**src/rtl/rx_fifo_arbiter_pkg.sv**
```systemverilog
// Shared definitions for the RX FIFO arbiter: FSM states, channel IDs, byte helper.
package rx_fifo_arbiter_pkg;

  typedef enum logic [1:0] {
    ST_IDLE = 2'd0,
    ST_CAPT = 2'd1,
    ST_SEND = 2'd2
  } state_e;

  localparam logic CH_09 = 1'b0;
  localparam logic CH_24 = 1'b1;

  // Index of the first byte sent from a word (bytes go out MSB first).
  localparam logic [1:0] BYTE_IDX_MSB = 2'd3;

  // Select byte idx of a 32-bit word (idx 3 = bits 31:24).
  function automatic logic [7:0] word_byte(input logic [31:0] w, input logic [1:0] idx);
    return w[{idx, 3'b000} +: 8];
  endfunction

endpackage

```
**src/rtl/rx_fifo_arbiter_rr_arb2.sv**
```systemverilog
// Two-request round-robin grant: on contention the channel not granted last wins.
module rr_arb2
  import rx_fifo_arbiter_pkg::*;
(
  input  logic [1:0] i_req,
  input  logic       i_last_grant,
  output logic       o_any,
  output logic       o_grant
);

  // Pure combinational grant selection.
  always_comb begin
    o_any   = |i_req;
    o_grant = CH_09;
    if (&i_req) begin
      o_grant = ~i_last_grant;
    end else if (i_req[1]) begin
      o_grant = CH_24;
    end
  end

endmodule

```
**src/rtl/rx_fifo_arbiter.sv**
```systemverilog
// Round-robin reader of the 0.9 GHz / 2.4 GHz RX FIFOs with per-grant burst
// limit; serialises each 32-bit word MSB first onto a valid/ready byte stream.
module rx_fifo_arbiter
  import rx_fifo_arbiter_pkg::*;
#(
  parameter int unsigned BURST_LEN = 4
) (
  input  logic        i_sys_clk,
  input  logic        i_rst_b,
  input  logic [1:0]  i_ch_en,
  input  logic        i_fifo_09_empty,
  input  logic [31:0] i_fifo_09_data,
  output logic        o_fifo_09_pull,
  input  logic        i_fifo_24_empty,
  input  logic [31:0] i_fifo_24_data,
  output logic        o_fifo_24_pull,
  output logic [7:0]  o_byte,
  output logic        o_byte_valid,
  input  logic        i_byte_ready,
  output logic        o_byte_ch,
  output logic        o_byte_last,
  output logic        o_busy
);

  localparam logic [7:0] BURST_MAX = 8'(BURST_LEN);

  state_e      state_q, state_d;
  logic        grant_q, grant_d;
  logic        last_grant_q, last_grant_d;
  logic [7:0]  burst_cnt_q, burst_cnt_d;
  logic [1:0]  idx_q, idx_d;
  logic [31:0] word_q, word_d;
  // Two-stage run enable: keeps pulls off for two cycles after reset release
  // and holds the Mealy pull outputs low while reset is asserted.
  logic [1:0]  run_q, run_d;

  logic [1:0]  elig;
  logic        arb_any;
  logic        arb_grant;
  logic        pull_en;
  logic        pull_ch;

  assign elig = i_ch_en & ~{i_fifo_24_empty, i_fifo_09_empty};

  rr_arb2 u_rr_arb2 (
    .i_req        (elig),
    .i_last_grant (last_grant_q),
    .o_any        (arb_any),
    .o_grant      (arb_grant)
  );

  // Next-state, burst accounting and pull decision.
  always_comb begin
    state_d      = state_q;
    grant_d      = grant_q;
    last_grant_d = last_grant_q;
    burst_cnt_d  = burst_cnt_q;
    idx_d        = idx_q;
    word_d       = word_q;
    run_d        = {run_q[0], 1'b1};
    pull_en      = 1'b0;
    pull_ch      = grant_q;
    case (state_q)
      ST_IDLE: begin
        if (run_q[1] && arb_any) begin
          grant_d     = arb_grant;
          pull_en     = 1'b1;
          pull_ch     = arb_grant;
          burst_cnt_d = 8'd1;
          state_d     = ST_CAPT;
        end
      end
      ST_CAPT: begin
        word_d  = (grant_q == CH_24) ? i_fifo_24_data : i_fifo_09_data;
        idx_d   = BYTE_IDX_MSB;
        state_d = ST_SEND;
      end
      ST_SEND: begin
        if (i_byte_ready) begin
          if (idx_q != 2'd0) begin
            idx_d = idx_q - 2'd1;
          end else if (run_q[1] && elig[grant_q] && (burst_cnt_q < BURST_MAX)) begin
            pull_en     = 1'b1;
            burst_cnt_d = burst_cnt_q + 8'd1;
            state_d     = ST_CAPT;
          end else begin
            last_grant_d = grant_q;
            burst_cnt_d  = 8'd0;
            state_d      = ST_IDLE;
          end
        end
      end
      default: state_d = ST_IDLE;
    endcase
  end

  // State register with asynchronous active-low reset; reset drops any word.
  always_ff @(posedge i_sys_clk or negedge i_rst_b) begin
    if (!i_rst_b) begin
      state_q      <= ST_IDLE;
      grant_q      <= CH_09;
      last_grant_q <= CH_24;
      burst_cnt_q  <= 8'd0;
      idx_q        <= 2'd0;
      word_q       <= 32'd0;
      run_q        <= 2'b00;
    end else begin
      state_q      <= state_d;
      grant_q      <= grant_d;
      last_grant_q <= last_grant_d;
      burst_cnt_q  <= burst_cnt_d;
      idx_q        <= idx_d;
      word_q       <= word_d;
      run_q        <= run_d;
    end
  end

  assign o_fifo_09_pull = pull_en && (pull_ch == CH_09);
  assign o_fifo_24_pull = pull_en && (pull_ch == CH_24);
  assign o_byte_valid   = (state_q == ST_SEND);
  assign o_byte         = o_byte_valid ? word_byte(word_q, idx_q) : 8'h00;
  assign o_byte_ch      = o_byte_valid & grant_q;
  assign o_byte_last    = o_byte_valid && (idx_q == 2'd0);
  assign o_busy         = (state_q != ST_IDLE);

endmodule

```
**config.mk**
```make
export PLATFORM = sky130hd
export DESIGN_NAME = rx_fifo_arbiter
export DESIGN_NICKNAME = d
export VERILOG_FILES = /design/src/rtl/rx_fifo_arbiter_pkg.sv /design/src/rtl/rx_fifo_arbiter_rr_arb2.sv /design/src/rtl/rx_fifo_arbiter.sv
export SDC_FILE = /design/constraint.sdc
export NUM_CORES = 1
export LEC_CHECK = 0
export CORE_UTILIZATION = 50
export CTS_BUF_LIST = sky130_fd_sc_hd__clkbuf_8
export DETAILED_ROUTE_END_ITERATION = 12
export HOLD_SLACK_MARGIN = 0.02
export PLACE_DENSITY = 0.9
export SLEW_MARGIN = 20
export SYNTH_ARGS = -nofsm -noshare
export SYNTH_HDL_FRONTEND = slang
export SYNTH_HIERARCHICAL = 1
export SYNTH_SLANG_ARGS = --single-unit
```
**constraint.sdc**
```tcl
create_clock -name i_sys_clk -period 2.48 [get_ports i_sys_clk]
set_input_delay 0.496 -clock i_sys_clk [delete_from_list [all_inputs] [get_ports i_sys_clk]]
set_output_delay 0.496 -clock i_sys_clk [all_outputs]
set_load 0.02 [all_outputs]
```
==> impl_results.md <==
* Status: completed
* Fmax at approximately 410 MHz
* P per Cell Area at 927.7 mW/mm^2
* Number of synthesized flops with an enable pin at 0
* Yosys cell types at 41
* Leakage at 1.639 nW
* Hold Path Class: input pin to asynchronous set/reset pin
* Worst-path clk slew at 90 ps
* Drt first pass iters at 4
* Worst-Skew Late Latency at 310 ps
* Vias in the first global route at 2297
* Total gr overflow at 0
* Final Instance Area at ~0.0036 sq mm
* Ant diodes at 0
* Worst slew pin tran at 1029 ps
* Row cnt at 25
* Final min period at 2425 ps
* Final nets at 408
* CTS Sinks at between 40 and 50
* Yosys Warn Count at 6
* Setup bufs post-CTS at 0
* Area leader, netlist: dfrtp_1
* Reg2reg start: state_q[1]$_DFFE_PN0P_
* Area post-placement at 0.003545 sq mm
* Non-filler cells, final at roughly 400
* I/O Buffers at 84
* Placed Cells at 395
* DP HPWL at between 4000 and 5000 um
* Max-slew headroom at 0.3141
* Share of the synthesized area in the top cell type at 0.4565
* Max VDD drop at around 0.73 mV
* Worst slack at placement at -384.5 ps
* Fin crit share at 0.9777
* Setup ws final at between 50 and 60 ps
* Die X at roughly 74 um
* Initial DRC count at 88
* Synth top area cells: dfrtp_1 46%, mux2i_1 12%, mux4_2 7.0%, o21ai_0 6.6%, nand2_1 6.0%
* Endpoints failing hold at 0
* Initial antenna violation count at 0
* Critical path arrival at ~1900 ps
* CP required at 1980 ps
* Launch point of the critical path: i_ch_en[0]
* CTS tree: yes
* CP Max Fanout at 3
* Post-route antenna net violation count at 0
* Maximum Capacitance Violations at 0
* Register area share after synthesis at 0.4667
* Fraction of layout cells with a size suffix above 1 at 0.1577
* Residual DRC count at 0
* Num CTS Buffers at 5
* Synth Instances at approximately 240
* Worst Skew at 5.789 ps
* Largest net degree at the start of global routing at 66
* Syn Nets at 316
* Die ar. at roughly 0.0054 sq mm
* Routed wire per std cell at 16.94 um
* Dominant synthesized flop cell: dfrtp_1
* Routability cong. at ~0.86
* First-pass GRT wire length at 10900 um
* Critical Path End Type: primary output
* Via Count at 2212
* Count leader, synth: dfrtp_1
* Flops & latches, synth at 48
* Setup violators final at 0
* Routed WL at 6825 um
* Crit Path Category: input pin to primary output
* Die Ht at 73.78 um
* Worst Setup Start Kind: input pin
* Hold WS at between 150 and 200 ps
* CTS Root Cell: clkbuf_8
* Initial core utilization at 0.5314
* Layout area overhead at 41.67%
* Syn avg cell area at 10.60 sq um
* Core Box Area at slightly below 0.005 sq mm
* Commonest cells post-synth: 47 x dfrtp_1, 41 x nand2_1, 34 x o21ai_0
* CTS Hold Buffers Added at 0
* Slew Viols, Final at 0
* Vias/cell at 5.489
* # IOs at 85
* Asr flop ratio synth at 1.000
* GR Util All Layers at 0.2765
* Clock Path Buffers at 2
* H-tree Lvls at 2
* Power Total at 3.386 mW
* Cell Area, Synth at 0.002576 sq mm
==> final timing paths <==
check                                           end  slack [ps]  cells after the start
max in group asynchronous  last_grant_q$_DFFE_PN1P_        1620                      2
hold / removal               word_q[14]$_DFFE_PN0N_         160                      1
setup reg to reg             word_q[14]$_DFFE_PN0N_         590                      3
setup / recovery                     o_fifo_09_pull          60                      6
min in group i_sys_clk           run_q[1]$_DFF_PN0_         390                      0
hold reg to reg                  run_q[1]$_DFF_PN0_         390                      0
==> worst max-delay path: stages <==
cell	delay (ps)
clkdlybuf4s50_1	510
nor3b_4	240
o2111ai_2	130
or2_4	280
o22ai_2	110
buf_4	160
==> metrics by stage <==
stage | util | setup TNS, ps
after CTS | 0.7481 | -49.29
final | 0.7528 | 0
after detailed placement | 0.7311 | -743.2
after global routing | 0.7528 | -63.42
after global placement | 0.7311 | -632.8
after floorplan | - | 0
==> power breakdown <==
| part | total (mW) | internal [mW] | switching [mW] |
|---|---|---|---|
| logic | 1.58 | 0.805 | 0.771 |
| clock network | 0.497 | 0.223 | 0.274 |
| registers | 1.31 | 1.10 | 0.212 |
==> per-layer routing <==
metal | wire [um] | GRT usage | vias up
met2 | 3536 | 0.4903 | 90
met1 | 2734 | 0.3228 | 1071
li1 | - | - | 1034
met5 | 0 | 0 | -
met3 | 366 | 0.06310 | 17
met4 | 188 | 0.1090 | 0
==> sequential cells by signal (all words and copies together), names as in the netlist <==
register and count:
burst_cnt_q 8, idx_q 2, word_q 32, state_q 2
grant_q 1, last_grant_q 1, run_q 2
==> area by class of cell <==
cell class	count	area, sq um
Clock buffer	6	82.58
Clock inverter	2	10.01
Fill cell	327	1199
Inverter	3	11.26
Multi-Input combinational cell	177	1305
Sequential cell	48	1204
Tap cell	67	83.83
Timing Repair Buffer	100	953.4
==> cell usage in the layout (no fill, tap or decap), drive strengths merged, types with 2 or more instances in the layout <==
cell type	count
ha	2
mux2i	32
or2	3
nand3	3
xnor2	2
nand2	41
clkdlybuf4s50	71
a21boi	2
nand2b	2
inv	3
o22a	2
mux4	8
o21ai	37
dlymetal6s2s	2
nor2b	4
buf	19
dfrtp	47
clkbuf	6
clkinv	2
dlygate4sd2	8
nor2	8
and2	11
a31oi	5
==> repair_timing <==
item                       CTS  global route
resized for setup           16            10
pin swaps                    0             1
cloned                       0             0
setup endpoints to repair   11             2
==> kinds of logic after synthesis <==
| family | Yosys count | share of synthesized area |
|---|---|---|
| AO/OA/AOI/OAI | 51 | 0.1200 |
| multiplexers | 41 | 0.1986 |
| adder cells (fa/ha/maj) | 2 | 0.009712 |
| AND/OR/NAND/NOR | 80 | 0.1632 |
| other | 1 | 0.001456 |
| flip-flops | 48 | 0.4667 |
| buffers and inverters | 18 | 0.03351 |
| XOR/XNOR | 2 | 0.006801 |
Power figures use the tool's default switching activity.
